File: src/rtl/fetch_unit.sv
// Instruction fetch sequencer: owns the PC, fetches 8-bit instructions over a
// req/ack handshake, holds decoded fields during execution and selects the next PC.
`ifndef OP
`define OP 4
`endif
`ifndef ADD
`define ADD 4'h1
`endif
`ifndef JI
`define JI 4'hC
`endif

module fetch_unit #(
  parameter int OP = `OP,
  parameter int ADDR = 8,
  parameter logic [ADDR-1:0] RESET_PC = '0
) (
  input  logic            clk,
  input  logic            rst,
  output logic            imem_req,
  output logic [ADDR-1:0] imem_addr,
  input  logic            imem_ack,
  input  logic [7:0]      imem_data,
  output logic [OP-1:0]   op,
  output logic [1:0]      ra,
  output logic [1:0]      rb,
  output logic [3:0]      imm,
  output logic            instr_valid,
  input  logic            exec_done,
  input  logic            redirect,
  input  logic [ADDR-1:0] redirect_pc,
  output logic [ADDR-1:0] pc
);

  typedef enum logic {FETCH, ISSUE} state_t;

  state_t          state_reg;
  logic [ADDR-1:0] pc_reg;
  logic [7:0]      ir_reg;
  logic            req_reg;
  logic            valid_reg;
  logic [ADDR-1:0] next_pc;
  logic [3:0]      ir_op;

  assign ir_op = ir_reg[7:4];

  // JI offset is relative to the JI instruction's own address (the current pc).
  always_comb begin
    next_pc = pc_reg + {{(ADDR-1){1'b0}}, 1'b1};
    if (redirect)
      next_pc = redirect_pc;
    else if (ir_op == `JI)
      next_pc = pc_reg + {{(ADDR-4){ir_reg[3]}}, ir_reg[3:0]};
  end

  always_ff @(posedge clk) begin
    if (rst) begin
      state_reg <= FETCH;
      pc_reg    <= RESET_PC;
      ir_reg    <= '0;
      req_reg   <= 1'b0;
      valid_reg <= 1'b0;
    end else begin
      case (state_reg)
        FETCH: begin
          // The request only starts being visible one cycle after reset, so an ack
          // counts only while it is actually asserted.
          if (req_reg && imem_ack) begin
            ir_reg    <= imem_data;
            req_reg   <= 1'b0;
            valid_reg <= 1'b1;
            state_reg <= ISSUE;
          end else begin
            req_reg <= 1'b1;
          end
        end
        ISSUE: begin
          if (exec_done) begin
            pc_reg    <= next_pc;
            valid_reg <= 1'b0;
            req_reg   <= 1'b1;
            state_reg <= FETCH;
          end
        end
        default: state_reg <= FETCH;
      endcase
    end
  end

  assign imem_req    = req_reg;
  assign imem_addr   = pc_reg;
  assign pc          = pc_reg;
  assign op          = OP'(ir_reg[7:4]);
  assign ra          = ir_reg[3:2];
  assign rb          = ir_reg[1:0];
  assign imm         = ir_reg[3:0];
  assign instr_valid = valid_reg;

endmodule

File: config.mk
export PLATFORM = sky130hd
export DESIGN_NAME = fetch_unit
export DESIGN_NICKNAME = d
export VERILOG_FILES = /design/src/rtl/fetch_unit.sv
export SDC_FILE = /design/constraint.sdc
export NUM_CORES = 1
export LEC_CHECK = 0
export ABC_AREA = 0
export CAP_MARGIN = 5
export CORE_MARGIN = 2
export CORE_UTILIZATION = 40
export DETAILED_ROUTE_END_ITERATION = 8
export PLACE_DENSITY = 0.8
export SLEW_MARGIN = 10
export SYNTH_ARGS = -nofsm -noshare
export SYNTH_HDL_FRONTEND = slang
export SYNTH_SLANG_ARGS = --single-unit
File: constraint.sdc
create_clock -name clk -period 3.41 [get_ports clk]
set_input_delay 0.682 -clock clk [delete_from_list [all_inputs] [get_ports clk]]
set_output_delay 0.682 -clock clk [all_outputs]
set_load 0.01 [all_outputs]
Word-level counts from Yosys, hierarchy flattened
Index checks and enable logic that the tools add are counted.

operators by class
  $add $sub $neg = 2
  eq/ne operators = 3
  muxes and demuxes = 11
  bitwise gates (word level) = 1
  reductions and logical operators = 4

operator list
  cell                                           count
  two-way mux 8 bit                              2
  adder 8 x 1 -> 8 bit (second input constant)   1
  adder 8 bit                                    1
  two-way mux 1 bit                              6
  one-hot mux 1 bit (2 select lines)             3
  AND reduction 2 bit                            3
  equality test 4 bit (second input constant)    1
  inequality test 2 bit (second input constant)  2
  logical AND 1 bit                              1
  NOT 1 bit                                      1

word-level totals
  register bits after elaboration = 19
  word-level logic and storage cells = 26

Longest topological paths before layout
Gate-level depths: netlist of the first run.

  depth in word-level cells = 3
  depth in mapped cells = 11
  mapped depth without buffers = 10

Least setup slack after synthesis of the first run
No wires, ideal clock.

  path kind = reg-to-reg
  from = register ir_reg[6]
  to = register pc_reg[6], in the netlist imem_addr[6]
  setup time = 0.063 ns
  data arrival time = 2.399 ns
  setup slack = 0.948 ns
  cell stages (with the launch flop) = 10
  path buffers = 1
  clock period less this slack = 2.462 ns
  cells stage by stage = dfxtp_1 > nor4bb_1 > clkbuf_1 > nand2_1 > fa_1 > nor2b_1 > o21a_1 > a21oi_1 > or4_1 > nand3_1

between the ends
  word-level cells in the longest chain between the ends = 3

ends and longest elaborated chain
  item                                  line  RTL
  from (decl)                           39    logic [7:0] ir_reg;
  from (signal assigned)                69    ir_reg <= imem_data;
  equality test 4 bit (no source line)  --
  two-way mux 8 bit                     52    else if (ir_op == `JI)
  two-way mux 8 bit                     50    if (redirect)
  to (signal assigned)                  79    pc_reg <= next_pc;
  to (decl)                             38    logic [ADDR-1:0] pc_reg;

No other way between the ends.
A chain may end at the register's enable or synchronous reset.

Worst setup path after layout of the first run
Same ends and word-level chain as after synthesis.

==> run_results.csv, run 1 <==
group,metric,value,unit
sta,fin_crit_sh,0.747,
setup_path,reg2regPathDepth,9,
synthesis,post-synth-top-count-cell,"dfxtp_1",
die,die_h,56.9,um
cts,cts-root-buf,"clkbuf_4",
detailed_routing,drc_errors,0,
sta,rsz0062_at_grt,"no",
power,peakVddDrop,0.239,mV
global_routing,grtUsageTotal,0.162,
sta,tns,0,ns
cts,cts_buffers,3,
layout,seq_area,380,um^2
cts,post_cts_resized,0,
worst_hold_path,hp-class,"register to register",
layout,nets,190,
sta,hold_viol,0,
layout,layout-drive-gt1-share,0.0427,
power,power.density,281,nW/um^2
setup_path,critPathArrivalTime,2.79,ns
synthesis,synth_edf_count,0,
status,status,"complete, no violations",
cts,post_cts_buffers,0,
sta,setup_ws,0.863,ns
setup_path,path_depth,9,
cts,clkLatencyLatePin,0.29,ns
synthesis,yosys_warnings,0,
die,die_w,56.9,um
setup_path,crit_type,"register to register",
die,row_count,19,
global_routing,grt_antenna_before_repair,0,
layout,syn2layout_area_growth,40.5,%
synthesis,yosysSeqAreaShare,0.340,
synthesis,synth_flop_cell,"dfxtp_1",
setup_path,crit_buf_inv,1,
setup_path,required,3.65,ns
power,leakage,0.631,nW
synthesis,synth-seq-cells,19,
synthesis,synth_common_cells,"dfxtp_1, nor2_1, buf_4, mux2i_1",
cts,cts_tree,"built",
synthesis,avgSynthCellArea,8.81,um^2
setup_path,crit_family,"simple AND/OR/NAND/NOR gates",
cts,htree_levels,1,
detailed_routing,drt_iter0_drc,30,
cts,path_clk_slew,0.11,ns
sta,setup_viol,0,
job,maxCapViolCount,0,
synthesis,syn_area,1120,um^2
die,die-area,3240,um^2
sta,skew,0.00195,ns
setup_path,crit_fanout,9,
detailed_routing,vias_per_cell,5.30,
setup_path,end_kind,"register",
setup_path,path_cells,"nor4bb_1 -> buf_4 -> nand2_1 -> fa_1 -> nor2b_1 -> o21a_1 -> a21oi_1 -> or4_1 -> nand3_1",
sta,max_freq,393,MHz
global_routing,grt_pass1_wl,4290,um
sta,whs,0.452,ns
layout,multi_input_area,603,um^2
detailed_routing,ant_nets,0,
detailed_routing,wl_per_cell,13.5,um
setup_path,slowest_stage,"or4_1",
sta,worst_pin_slew,0.774,ns
synthesis,ys_types,40,
sta,finalMaxSlewViolations,0,
synthesis,synth_cells,127,
die,floorplan.initialDensity,0.413,
setup_path,crit_path_start_kind,"register",
cts,cts_buffer_depth,2,
synthesis,synth_top_area_frac,0.340,
power,totalPowerFinal,441,uW
placement,place_congestion,1.03,
worst_hold_path,min_path_cells,2,
setup_path,critPathMaxStageDelay,0.47,ns
detailed_routing,vias,1033,
sta,slew_headroom,0.484,
placement,post-place-ws,0.920,ns
global_routing,grt_pass1_vias,956,
cts,clock-sinks,19,
synthesis,synthesis.nets,152,
synthesis,synth_area_leaders,"dfxtp_1, mux2i_1, buf_4, nor2_1, ha_1",
placement,place_hpwl,2020,um
placement,port_buffers,50,
layout,fillers,264,
layout,insertedDiodeCount,0,
synthesis,async_flop_share,0,
die,io_pins,51,
detailed_routing,drtPass1Iterations,4,
die,coreArea,2710,um^2
sta,min_period,2.55,ns
global_routing,grt.overflow.total,0,
cts,cts_hold_buf,0,
synthesis,synth_top_area_cell,"dfxtp_1",
global_routing,grt_max_degree,17,
detailed_routing,drt_wl_total,2620,um
path summary, 6_finish.rpt:
kind                            start                   endpoint  slack, ns
min reg2reg  instr_valid$_SDFFE_PP0P_   instr_valid$_SDFFE_PP0P_       0.45
min          instr_valid$_SDFFE_PP0P_   instr_valid$_SDFFE_PP0P_       0.45
max            ir_reg[6]$_SDFFE_PP0P_  imem_addr[6]$_SDFFE_PP0P_       0.86
max reg2reg    ir_reg[6]$_SDFFE_PP0P_  imem_addr[6]$_SDFFE_PP0P_       0.86
stage by stage:
stage	util	std cells	instance area (um^2)
final	0.580	195	1570
after global routing	0.580	195	1570
after CTS	0.580	195	1570
after detailed placement	0.570	191	1550
after global placement	0.570	191	1550
after floorplan	-	127	1120
final cells by class:
| cell class | instances | share of cell area |
|---|---|---|
| timing repair buffer | 51 | 0.323 |
| inverter | 4 | 0.00955 |
| sequential | 19 | 0.242 |
| multi-input combinational | 86 | 0.384 |
| clock buffer | 4 | 0.0167 |
| tap | 31 | 0.0247 |
power breakdown:
group          internal [mW]  leakage, nW  total [mW]  switching (mW)
combinational         0.0538        0.461      0.0868          0.0331
sequential             0.231        0.155       0.240         0.00932
clock                 0.0454       0.0150       0.114          0.0687
total                  0.330        0.631       0.441           0.111
worst register-to-register path, cell delays in order, from the launching register on:
cell      delay (ns)
dfxtp_1         0.38
nor4bb_1        0.28
buf_4           0.20
nand2_1         0.09
fa_1            0.41
nor2b_1         0.32
o21a_1          0.17
a21oi_1         0.08
or4_1           0.47
nand3_1         0.09
placed cells by master (no fill, tap or decap), types with 2 or more instances in the layout:
cell,netlist,routed
clkdlybuf4s50_1,0,50
ha_1,3,3
nand3_1,2,2
a32oi_1,4,4
or3_1,2,2
or4_1,2,2
a21oi_1,7,7
mux2i_1,12,12
clkbuf_4,0,3
inv_1,4,4
nand2b_1,2,2
xor2_1,2,2
nand4b_1,2,2
nand2_1,7,7
dfxtp_1,19,19
o21ai_1,6,6
nor2b_1,2,2
nor2_1,13,13
per-layer routing:
metal / vias to the layer above / GRT usage / wire length [um]
met5: - / 0 / 0
met4: 0 / 0.0465 / 0
met3: 0 / 0.0323 / 207
met2: 53 / 0.274 / 1270
met1: 468 / 0.207 / 1150
li1: 512 / - / -
kinds of logic after synthesis:
family	count (synthesis)	synth area share
xor+xnor	3	0.0235
compound gates	25	0.143
mux	12	0.107
simple gates	42	0.214
buf+inv	22	0.121
fa+ha+maj	4	0.0515
flops	19	0.340
Note: power is estimated with default switching activity, not from simulation.
==> run 2, diff against run 1 <==
clock period = 2.4 ns   (was 3.41 ns; I/O delays follow)
==> run 2 against run 1 <==
Net effect: clock power rose by 46%; sequential share of layout area fell by 1.1 points; cell count rose by 4.1%; critical endpoint unchanged; largest cell class unchanged; largest power group unchanged.
==> run_results.csv, run 2 (synthesized netlist as in run 1, its figures left out) <==
group,metric,value,unit
status,status,"complete, no violations",
detailed_routing,vias,1063,
layout,layout_common_cells,"clkdlybuf4s50_1, dfxtp_1, nor2_1",
cts,cts-root-buf,"clkbuf_4",
sta,max_freq,422,MHz
sta,rsz0062_at_grt,"yes",
sta,finalMaxSlewViolations,0,
cts,clkLatencyLatePin,0.30,ns
detailed_routing,vias_per_cell,5.24,
layout,layout-drive-gt1-share,0.145,
detailed_routing,drt_iter0_drc,18,
setup_path,end_kind,"register",
sta,setup_viol,0,
layout,insertedDiodeCount,0,
sta,worst_pin_slew,0.590,ns
setup_path,reg2regPathDepth,11,
setup_path,reg2reg_setup_slack,0.03,ns
die,die-area,3240,um^2
global_routing,grt_antenna_before_repair,0,
die,die_w,56.9,um
cts,cts_buffers,3,
global_routing,grt_pass1_wl,4440,um
die,io_pins,51,
power,totalPowerFinal,641,uW
setup_path,crit_path_start_kind,"register",
placement,port_buffers,50,
sta,min_period,2.37,ns
detailed_routing,ant_nets,0,
placement,place_hpwl,2160,um
cts,path_clk_slew,0.11,ns
sta,skew,0.00485,ns
power,power.density,386,nW/um^2
worst_hold_path,hp-class,"register to register",
placement,place_congestion,0.960,
sta,whs,0.461,ns
detailed_routing,wl_per_cell,14.2,um
power,peakVddDrop,0.354,mV
die,coreArea,2710,um^2
die,row_count,19,
setup_path,critPathArrivalTime,2.62,ns
sta,tns,0,ns
global_routing,grt_pass1_vias,1039,
sta,slew_headroom,0.606,
cts,clock-sinks,19,
layout,syn2layout_area_growth,48.5,%
setup_path,crit_fanout,5,
setup_path,crit-reg2reg-launch,"ir_reg[7]$_SDFFE_PP0P_",
cts,cts_tree,"built",
detailed_routing,drtPass1Iterations,4,
global_routing,grt.overflow.total,0,
cts,htree_levels,1,
worst_hold_path,min_path_cells,2,
layout,nets,198,
global_routing,grt_max_degree,14,
sta,fin_crit_sh,0.987,
setup_path,crit_type,"register to register",
die,die_h,56.9,um
job,maxCapViolCount,0,
worst_hold_path,hold_path_end,"instr_valid$_SDFFE_PP0P_",
die,floorplan.initialDensity,0.413,
cts,cts_buffer_depth,2,
layout,mostFrequentLayoutCell,"clkdlybuf4s50_1",
global_routing,grtUsageTotal,0.173,
sta,hold_viol,0,
detailed_routing,drt_wl_total,2880,um
worst_hold_path,hp-start,"instr_valid$_SDFFE_PP0P_",
setup_path,required,2.65,ns
detailed_routing,drc_errors,0,
power,leakage,0.668,nW
setup_path,r2r-end,"imem_addr[6]$_SDFFE_PP0P_",
run 2: how the worst max path moves through the flow:
stage	start	endpoint	slack (ns)	depth (start not counted)
after floorplan	ir_reg[6]$_SDFFE_PP0P_	imem_addr[6]$_SDFFE_PP0P_	0.02	9
after global placement	ir_reg[6]$_SDFFE_PP0P_	imem_addr[6]$_SDFFE_PP0P_	0.01	9
after detailed placement	ir_reg[6]$_SDFFE_PP0P_	imem_addr[6]$_SDFFE_PP0P_	-0.08	9
after CTS	ir_reg[6]$_SDFFE_PP0P_	imem_addr[6]$_SDFFE_PP0P_	0.007	11
after global routing	ir_reg[4]$_SDFFE_PP0P_	imem_addr[5]$_SDFFE_PP0P_	-0.06	11
final	ir_reg[7]$_SDFFE_PP0P_	imem_addr[6]$_SDFFE_PP0P_	0.03	11
run 2: power breakdown:
group	internal (mW)	leakage, nW	switching [mW]
Clock	0.0647	0.0150	0.102
Combinational	0.0832	0.497	0.0499
Sequential	0.329	0.156	0.0132
Total	0.477	0.668	0.165
run 2: timing repair:
item                                    in CTS  in global routing
hold buffers                                 0                  0
pin swaps                                    0                  1
gates resized for setup                      2                  9
buffers inserted                             1                  3
endpoints found under the setup margin       2                  3
run 2: layout make-up:
cell class	instances	area (um^2)
inverter	4	15.0
timing repair buffer	59	568
tap	31	38.8
multi-input combinational	86	629
sequential	19	384
fill	250	1050
clock buffer	4	26.3
run 2: layer usage:
metal | up-vias | track usage | wire length, um
li1 | 528 | - | -
met1 | 492 | 0.195 | 1240
met2 | 41 | 0.314 | 1390
met3 | 2 | 0.0438 | 228
met4 | 0 | 0.0598 | 21
met5 | - | 0 | 0
run 2: worst max-delay path, cell delays in order (launching register included):
cell      delay, ns
dfxtp_2        0.35
nor4bb_2       0.16
buf_4          0.15
nand2b_1       0.07
ha_2           0.18
inv_2          0.04
fa_2           0.41
nor2b_4        0.17
o21a_1         0.14
a21oi_1        0.09
or4_1          0.47
nand3_1        0.09
run 2: through the flow:
step | cells | util | worst slack [ns] | cell area (um^2)
after detailed placement | 195 | 0.581 | -0.0786 | 1580
after global placement | 195 | 0.581 | 0.0134 | 1580
final | 203 | 0.613 | 0.0320 | 1660
after global routing | 203 | 0.613 | -0.0584 | 1660
after CTS | 200 | 0.596 | 0.00695 | 1620
after floorplan | 127 | - | 0.0157 | 1120
